`src/rtl/uart_receiver_pkg.sv`:
```
// Shared types and constants for the 8N1 UART receiver.
package uart_receiver_pkg;

  typedef enum logic [1:0] {
    IDLE  = 2'd0,
    START = 2'd1,
    DATA  = 2'd2,
    STOP  = 2'd3
  } rx_state_t;

  localparam int DATA_BITS  = 8;
  localparam int OVERSAMPLE = 16;

  // Clocks per oversample tick, truncated, never below one.
  function automatic int calc_div(input int clock_rate, input int baud_rate);
    int d;
    d = clock_rate / (baud_rate * OVERSAMPLE);
    return (d < 1) ? 1 : d;
  endfunction

endpackage

```
`src/rtl/uart_receiver_baud_tick.sv`:
```
// 16x oversample tick generator: down-counter with terminal-count compare.
module uart_baud_tick
  import uart_receiver_pkg::*;
#(
  parameter int CLOCK_RATE = 10000,
  parameter int BAUD_RATE  = 300
) (
  input  logic clk,
  input  logic reset,
  input  logic clear,
  output logic tick
);

  localparam int DIV = calc_div(CLOCK_RATE, BAUD_RATE);
  localparam int CW  = (DIV > 1) ? $clog2(DIV) : 1;
  localparam logic [CW-1:0] RELOAD = CW'(DIV - 1);

  logic [CW-1:0] cnt;

  // Clear parks the counter at terminal count so the first tick follows immediately.
  always_ff @(posedge clk or negedge reset) begin
    if (!reset) begin
      cnt <= '0;
    end else if (clear) begin
      cnt <= '0;
    end else if (cnt == '0) begin
      cnt <= RELOAD;
    end else begin
      cnt <= cnt - 1'b1;
    end
  end

  assign tick = (cnt == '0) && !clear;

endmodule

```
`src/rtl/uart_receiver.sv`:
```
// 8N1 UART receiver with 16x oversampling and a ready/valid output register.
//   state | meaning
//   IDLE  | waiting for a falling edge on the synchronized line
//   START | checking the start bit at mid-bit
//   DATA  | sampling 8 data bits, LSB first
//   STOP  | checking stop bit; on framing error waits for line high
module uart_receiver
  import uart_receiver_pkg::*;
#(
  parameter int CLOCK_RATE = 10000,
  parameter int BAUD_RATE  = 300
) (
  input  logic                 clk,
  input  logic                 reset,
  input  logic                 enable,
  input  logic                 in,
  input  logic                 ready,
  output logic [DATA_BITS-1:0] out,
  output logic                 valid
);

  localparam logic [3:0] TICK_LAST = 4'(OVERSAMPLE - 1);
  localparam logic [3:0] TICK_MID  = 4'(OVERSAMPLE / 2 - 1);
  localparam logic [2:0] BIT_LAST  = 3'(DATA_BITS - 1);

  logic rx_meta, rx_sync, rx_prev;
  logic fall;
  logic tick, clear_div;

  rx_state_t state, state_n;
  logic [3:0] tick_cnt, tick_cnt_n;
  logic [2:0] bit_cnt, bit_cnt_n;
  logic [DATA_BITS-1:0] shift, shift_n;
  logic stop_err, stop_err_n;
  logic load;

  always_ff @(posedge clk or negedge reset) begin
    if (!reset) begin
      rx_meta <= 1'b1;
      rx_sync <= 1'b1;
      rx_prev <= 1'b1;
    end else begin
      rx_meta <= in;
      rx_sync <= rx_meta;
      rx_prev <= rx_sync;
    end
  end

  assign fall = rx_prev && !rx_sync;

  uart_baud_tick #(
    .CLOCK_RATE(CLOCK_RATE),
    .BAUD_RATE (BAUD_RATE)
  ) u_baud_tick (
    .clk  (clk),
    .reset(reset),
    .clear(clear_div),
    .tick (tick)
  );

  always_ff @(posedge clk or negedge reset) begin
    if (!reset) begin
      state    <= IDLE;
      tick_cnt <= '0;
      bit_cnt  <= '0;
      shift    <= '0;
      stop_err <= 1'b0;
    end else begin
      state    <= state_n;
      tick_cnt <= tick_cnt_n;
      bit_cnt  <= bit_cnt_n;
      shift    <= shift_n;
      stop_err <= stop_err_n;
    end
  end

  always_comb begin
    state_n    = state;
    tick_cnt_n = tick_cnt;
    bit_cnt_n  = bit_cnt;
    shift_n    = shift;
    stop_err_n = stop_err;
    load       = 1'b0;
    clear_div  = 1'b0;

    if (!enable) begin
      state_n    = IDLE;
      tick_cnt_n = '0;
      bit_cnt_n  = '0;
      stop_err_n = 1'b0;
      clear_div  = 1'b1;
    end else begin
      case (state)
        IDLE: begin
          if (fall) begin
            state_n    = START;
            tick_cnt_n = '0;
            bit_cnt_n  = '0;
            clear_div  = 1'b1;
          end
        end
        START: begin
          if (tick) begin
            if (tick_cnt == TICK_MID) begin
              tick_cnt_n = '0;
              state_n    = rx_sync ? IDLE : DATA;
            end else begin
              tick_cnt_n = tick_cnt + 4'd1;
            end
          end
        end
        DATA: begin
          if (tick) begin
            if (tick_cnt == TICK_LAST) begin
              tick_cnt_n = '0;
              shift_n    = {rx_sync, shift[DATA_BITS-1:1]};
              if (bit_cnt == BIT_LAST) begin
                bit_cnt_n = '0;
                state_n   = STOP;
              end else begin
                bit_cnt_n = bit_cnt + 3'd1;
              end
            end else begin
              tick_cnt_n = tick_cnt + 4'd1;
            end
          end
        end
        STOP: begin
          // A low stop bit drops the byte; a new start is only trusted after idle high.
          if (stop_err) begin
            if (rx_sync) begin
              stop_err_n = 1'b0;
              state_n    = IDLE;
            end
          end else if (tick) begin
            if (tick_cnt == TICK_LAST) begin
              tick_cnt_n = '0;
              if (rx_sync) begin
                load    = 1'b1;
                state_n = IDLE;
              end else begin
                stop_err_n = 1'b1;
              end
            end else begin
              tick_cnt_n = tick_cnt + 4'd1;
            end
          end
        end
        default: state_n = IDLE;
      endcase
    end
  end

  // A completing byte takes priority over the consumer handshake.
  always_ff @(posedge clk or negedge reset) begin
    if (!reset) begin
      out   <= '0;
      valid <= 1'b0;
    end else if (load) begin
      out   <= shift;
      valid <= 1'b1;
    end else if (valid && ready) begin
      valid <= 1'b0;
    end
  end

endmodule

```
`config.mk`:
```
export PLATFORM = sky130hd
export DESIGN_NAME = uart_receiver
export DESIGN_NICKNAME = d
export VERILOG_FILES = /design/src/rtl/uart_receiver_pkg.sv /design/src/rtl/uart_receiver_baud_tick.sv /design/src/rtl/uart_receiver.sv
export SDC_FILE = /design/constraint.sdc
export NUM_CORES = 1
export LEC_CHECK = 0
export ABC_AREA = 1
export BUFFER_PORTS_ARGS = -buffer_cell sky130_fd_sc_hd__clkbuf_2
export CAP_MARGIN = 10
export CORE_ASPECT_RATIO = 1.1
export CORE_MARGIN = 3
export CORE_UTILIZATION = 40
export CTS_CLUSTER_DIAMETER = 100
export CTS_CLUSTER_SIZE = 24
export DETAILED_ROUTE_END_ITERATION = 16
export PLACE_DENSITY = 0.66
export RECOVER_POWER = 25
export REMOVE_ABC_BUFFERS = 1
export SYNTH_ARGS = -nofsm -noshare
export SYNTH_HDL_FRONTEND = slang
export SYNTH_SLANG_ARGS = --single-unit
```
`constraint.sdc`:
```
create_clock -name clk -period 3.7 [get_ports clk]
set_clock_uncertainty 0.05 [all_clocks]
set_input_delay 0.74 -clock clk [delete_from_list [all_inputs] [get_ports clk]]
set_output_delay 0.74 -clock clk [all_outputs]
set_load 0.02 [all_outputs]
```
After elaboration in Yosys (flattened, before gate mapping)
Index checks and enable logic that the tools add are counted.
Storage, ports and cells
  word-level logic and storage cells: 89
  input port bits: 5
  register bits: 31
Cells by class
  muxes and demuxes: 46
  reductions and logical operators: 11
  equality and inequality tests: 17
  bitwise gates (word level): 1
  $add $sub $neg: 3
Operators with widths (number)
  2-to-1 mux 4 bit: 7
  2-to-1 mux 2 bit: 12
  != test 3 bit (second input constant): 7
  2-to-1 mux 1 bit: 19
  one-hot mux 4 bit (4 select lines): 1
  2-to-1 mux 3 bit: 5
  != test 4 bit (second input constant): 2
  one-hot mux 2 bit (4 select lines): 1
  AND reduction 4 bit: 2
  AND reduction 8 bit: 1
  one-hot mux 3 bit (2 select lines): 1
  adder 4 x 1 -> 4 bit (second input constant): 1
  == test 2 bit (second input constant): 2
  == test 4 x 3 -> 1 bit (second input constant): 1
  == test 4 bit (second input constant): 1
  adder 3 x 1 -> 3 bit (second input constant): 1
  == test 3 bit (second input constant): 1
  logical AND 1 bit: 3
  != test 3 x 1 -> 1 bit (second input constant): 1
  AND reduction 3 bit: 1
  == test 2 x 1 -> 1 bit (second input constant): 1
  logical NOT 1 bit: 2
  logical NOT 2 bit: 1
  != test 2 x 1 -> 1 bit (second input constant): 1
  other kinds (3): 3

Longest topological paths before layout
  word-level depth: 12
  depth in mapped cells: 11

Cells and area by module
Synthesis repeated with hierarchy kept, for this count alone.
Unflattened totals
  cells, all modules: 167
  area total of the unflattened synthesis: 1486.4 um2
Modules (own cells, without submodules)
  uart_receiver: instances 1, cells an instance 165, area each 1457.6 um2
  uart_baud_tick: instances 1, cells an instance 2, area each 28.8 um2

Worst setup path before layout
Ideal clock, no wire load.
  path kind: input to register
  start: in enable
  end: reg out[7]
  arrival: 1437 ps
  library setup time: 118 ps
  data required time: 3532 ps
  setup slack: 2095 ps
  stages: 8
  cell sequence: inv_2 > nor2_2 > nand3_4 > inv_4 > nand3_4 > buf_6 > nand2_2 > o21ai_2
Between the ends
  cells in the longest elaborated chain, start to end: 7
RTL lines
  start: declaration: RTL line uart_receiver.sv:15  | input logic enable,
  2-to-1 mux 1 bit: RTL line uart_receiver.sv:86  | if (!enable) begin
  logical NOT 1 bit: RTL line uart_receiver_baud_tick.sv:33  | assign tick = (cnt == '0) && !clear;
  logical AND 1 bit: RTL line uart_receiver_baud_tick.sv:33
  2-to-1 mux 1 bit: RTL line uart_receiver.sv:135  | end else if (tick) begin
  2-to-1 mux 1 bit: RTL line uart_receiver.sv:130  | if (stop_err) begin
  2-to-1 mux 1 bit: RTL line uart_receiver.sv:93  | case (state)
  2-to-1 mux 1 bit *: RTL line uart_receiver.sv:86
  end signal: assignment: RTL line uart_receiver.sv:160  | out <= shift;
  end: declaration: RTL line uart_receiver.sv:18  | output logic [DATA_BITS-1:0] out,
Every way passes the cells marked *; elsewhere a longest branch is shown, timed or not.
A chain may end at the register's enable or synchronous reset.

==> reports/metrics.cfg <==
[worst_setup_path]
worstPathMaxFanout = 31
cpMaxStageDelayCell = clkbuf_1
crit_path_start_kind = primary input
timing.setup.critical_path_class = in -> async
worstPathCellList = clkbuf_1
largest_delay_contributor_family_on_the_critical_path = buffers and inverters
crit_arrival_ns = 1.91
worstPathRequired_ns = 3.75
worstSetupEndpointType = asynchronous set/reset pin
cpPeakStageDelay_ns = 1.15
worst-path-buf-inv = 1

[global_route]
grt_max_degree = 32
grt_pass1_vias = 1167
antenna_found_initial = 0
global_route.usage.total = 0.137
grt_overflow_total = 0
grt_first_pass_wirelength_mm = 4.93

[routing]
wire_per_inst_um = 10.9
vias = 1196
final_routed_wirelength_across_all_metal_layers_mm = 2.75
drt_drc_violations_left = 0
drt_first_pass_iters = 4
detail-route-antenna-nets = 0
drt-vias-per-instance = 4.75
drt_first_iter_violations = 81

[timing]
fmax_mhz = 538
post-route-period-util = 0.503
slew_viol_final = 32
worst-slew-pin-transition_ns = 1.63
totalNegativeSetupSlack_ns = 0
final_period_minus_worst_setup_slack_ns = 1.86
setup_viol = 0
hold_violations = 0
slew_headroom = -0.0864
grt_setup_unrepaired = no
layout_setup_ws_ns = 1.84

[cells_and_area]
antenna-diode-count = 0
layout.core_utilization = 0.476
drive_above_1_share = 0.267
areaGrowthSynthToFinish_pct = 11.4
num-nets-final = 209
layout.filler_cells = 386
finalNonFillerCells = 252

[power_and_ir_drop]
post-layout-total-power_mw = 0.901
power_leakage_nw = 0.944
power-per-cell-area_nw_per_um2 = 506
vdd_drop_max_uv = 273

[clock_network]
cts.reportedPaths.clkPinSlew_ns = 0.06
post_cts_buffers = 0
cts_sinks = 31
cts_max_level = 2
cts_max_path_bufs = 2
postCtsHoldBufs = 0
cts_repair_resize_count = 0
worst_skew_pair.late_latency_ns = 0.29
cts_inserted_buffers = 5
cts.root.buffer_cell = clkbuf_8
tritoncts = yes

[yosys]
ys_ff_latch = 31
netlist_area_um2 = 1600
synth-edff-count = 0
synthDistinctLibCells = 26
ys_async_sr_fraction = 1.00
top_reg_cell_synth = dfrtp_1
syn_area_per_cell_um2 = 8.64
synth_cells = 185
synth.yosys.warnings = 0
ys_seq_area_frac = 0.488

[placement]
finalWeightedCongestion = 0.833
dp_worst_setup_slack_ns = 1.64
placed_cell_count = 244
dp_hpwl_mm = 1.94
number_of_buffer_cells_added_on_primary_ports = 13

[die]
die_width_um = 66.3
io_pins = 14
row_count = 23
core_area_um2 = 3740
initial_core_utilization = 0.427
die_area_um2 = 4790
chipHeight_um = 72.3

[outcome]
failed_checks = max-capacitance violations, max-slew violations
result_of_the_run = finished with violations

[worst_hold_path]
worst_hold_path_type = reg -> reg

[run]
timing.max_cap.violations = 1

==> synthesized netlist by cell type, types with 2 or more instances <==
library cell / number / area, um2
nand2_1: 56 / 210
dfrtp_1: 28 / 701
inv_1: 16 / 60.1
nand3_1: 13 / 65.1
nor2_1: 12 / 45.0
o21ai_2: 9 / 78.8
inv_2: 6 / 22.5
nand4_1: 6 / 37.5
nor2_2: 5 / 31.3
o21ai_1: 4 / 20.0
a21oi_2: 3 / 26.3
dfstp_2: 3 / 78.8
ha_1: 3 / 37.5
nand2_2: 3 / 18.8
o21ai_0: 3 / 15.0
a21oi_1: 2 / 10.0
buf_6: 2 / 22.5
nand2_4: 2 / 22.5
nand3_4: 2 / 35.0
==> area by class of cell <==
type	count	area, um2	share of cell area
well taps	50	62.6	0.0351
clock inverters	1	5.00	0.00281
clock buffers	7	86.3	0.0485
flip-flops and latches	31	779	0.438
multi-input cells	127	694	0.390
inverters	23	88.8	0.0499
repair buffers	13	63.8	0.0358
==> final timing paths <==
check                          from       end  slack, ns  cells after the start
min in group asynchronous     reset     valid       0.81                      1
setup / recovery              reset  state[1]       1.84                      1
hold reg to reg             rx_meta   rx_sync       0.30                      0
hold / removal              rx_meta   rx_sync       0.30                      0
setup reg to reg           state[1]    out[3]       2.07                      6
max in group clk             enable    out[3]       1.96                      9
==> stage by stage <==
stage,hold slack [ns],cell area (um2)
5_1_grt,0.313,1780
3_5_place_dp,0.298,1690
6_report,0.304,1780
4_1_cts,0.302,1780
3_3_place_gp,0.298,1690
2_1_floorplan,0.295,1560
==> worst reg2reg max path, delay by kind of cell (launching register included) <==
| kind | cells | cell delay (ns) |
|---|---|---|
| buf+inv | 1 | 0.16 |
| flops | 1 | 0.68 |
| simple gates | 5 | 0.70 |
==> power by group <==
part	switching (mW)	leakage, nW	internal [mW]
Sequential	0.0526	0.408	0.364
Clock	0.123	0.0482	0.150
Combinational	0.144	0.488	0.0674
Total	0.320	0.944	0.581
==> cells in the final DEF (no fill, tap or decap), drive strengths merged <==
master and n:
o21ai 16, dfrtp 28, o211ai 1, a21oi 5, dfstp 3, nand3 16, nor2 17, ha 3
inv 23, o31ai 1, clkinv 1, clkbuf 20, nor3 1, nand2 61, nand4 6
==> cell families (layout without fill, tap and decap cells) <==
| group | count (synthesis) | after routing | share of synthesized area |
|---|---|---|---|
| AO/OA/AOI/OAI | 23 | 23 | 0.103 |
| adder cells (fa/ha/maj) | 3 | 3 | 0.0235 |
| buffers and inverters | 27 | 44 | 0.0775 |
| flip-flops | 31 | 31 | 0.488 |
| AND/OR/NAND/NOR | 101 | 101 | 0.308 |
==> routing by layer <==
metal | wire, um | part of all wire | global-route usage
met4 | 0 | 0 | 0.0519
met1 | 1330 | 0.48 | 0.171
met3 | 165 | 0.060 | 0.0604
met2 | 1260 | 0.46 | 0.207
met5 | 0 | 0 | 0
==> registers in the layout, indices dropped and copies added, names as in the netlist <==
| register | flops |
|---|---|
| out | 8 |
| shift | 8 |
| tick_cnt | 4 |
| bit_cnt | 3 |
| state | 2 |
| rx_meta | 1 |
| rx_prev | 1 |
| rx_sync | 1 |
| stop_err | 1 |
| u_baud_tick.cnt | 1 |
| valid | 1 |
Note: power is estimated with default switching activity, not from simulation.
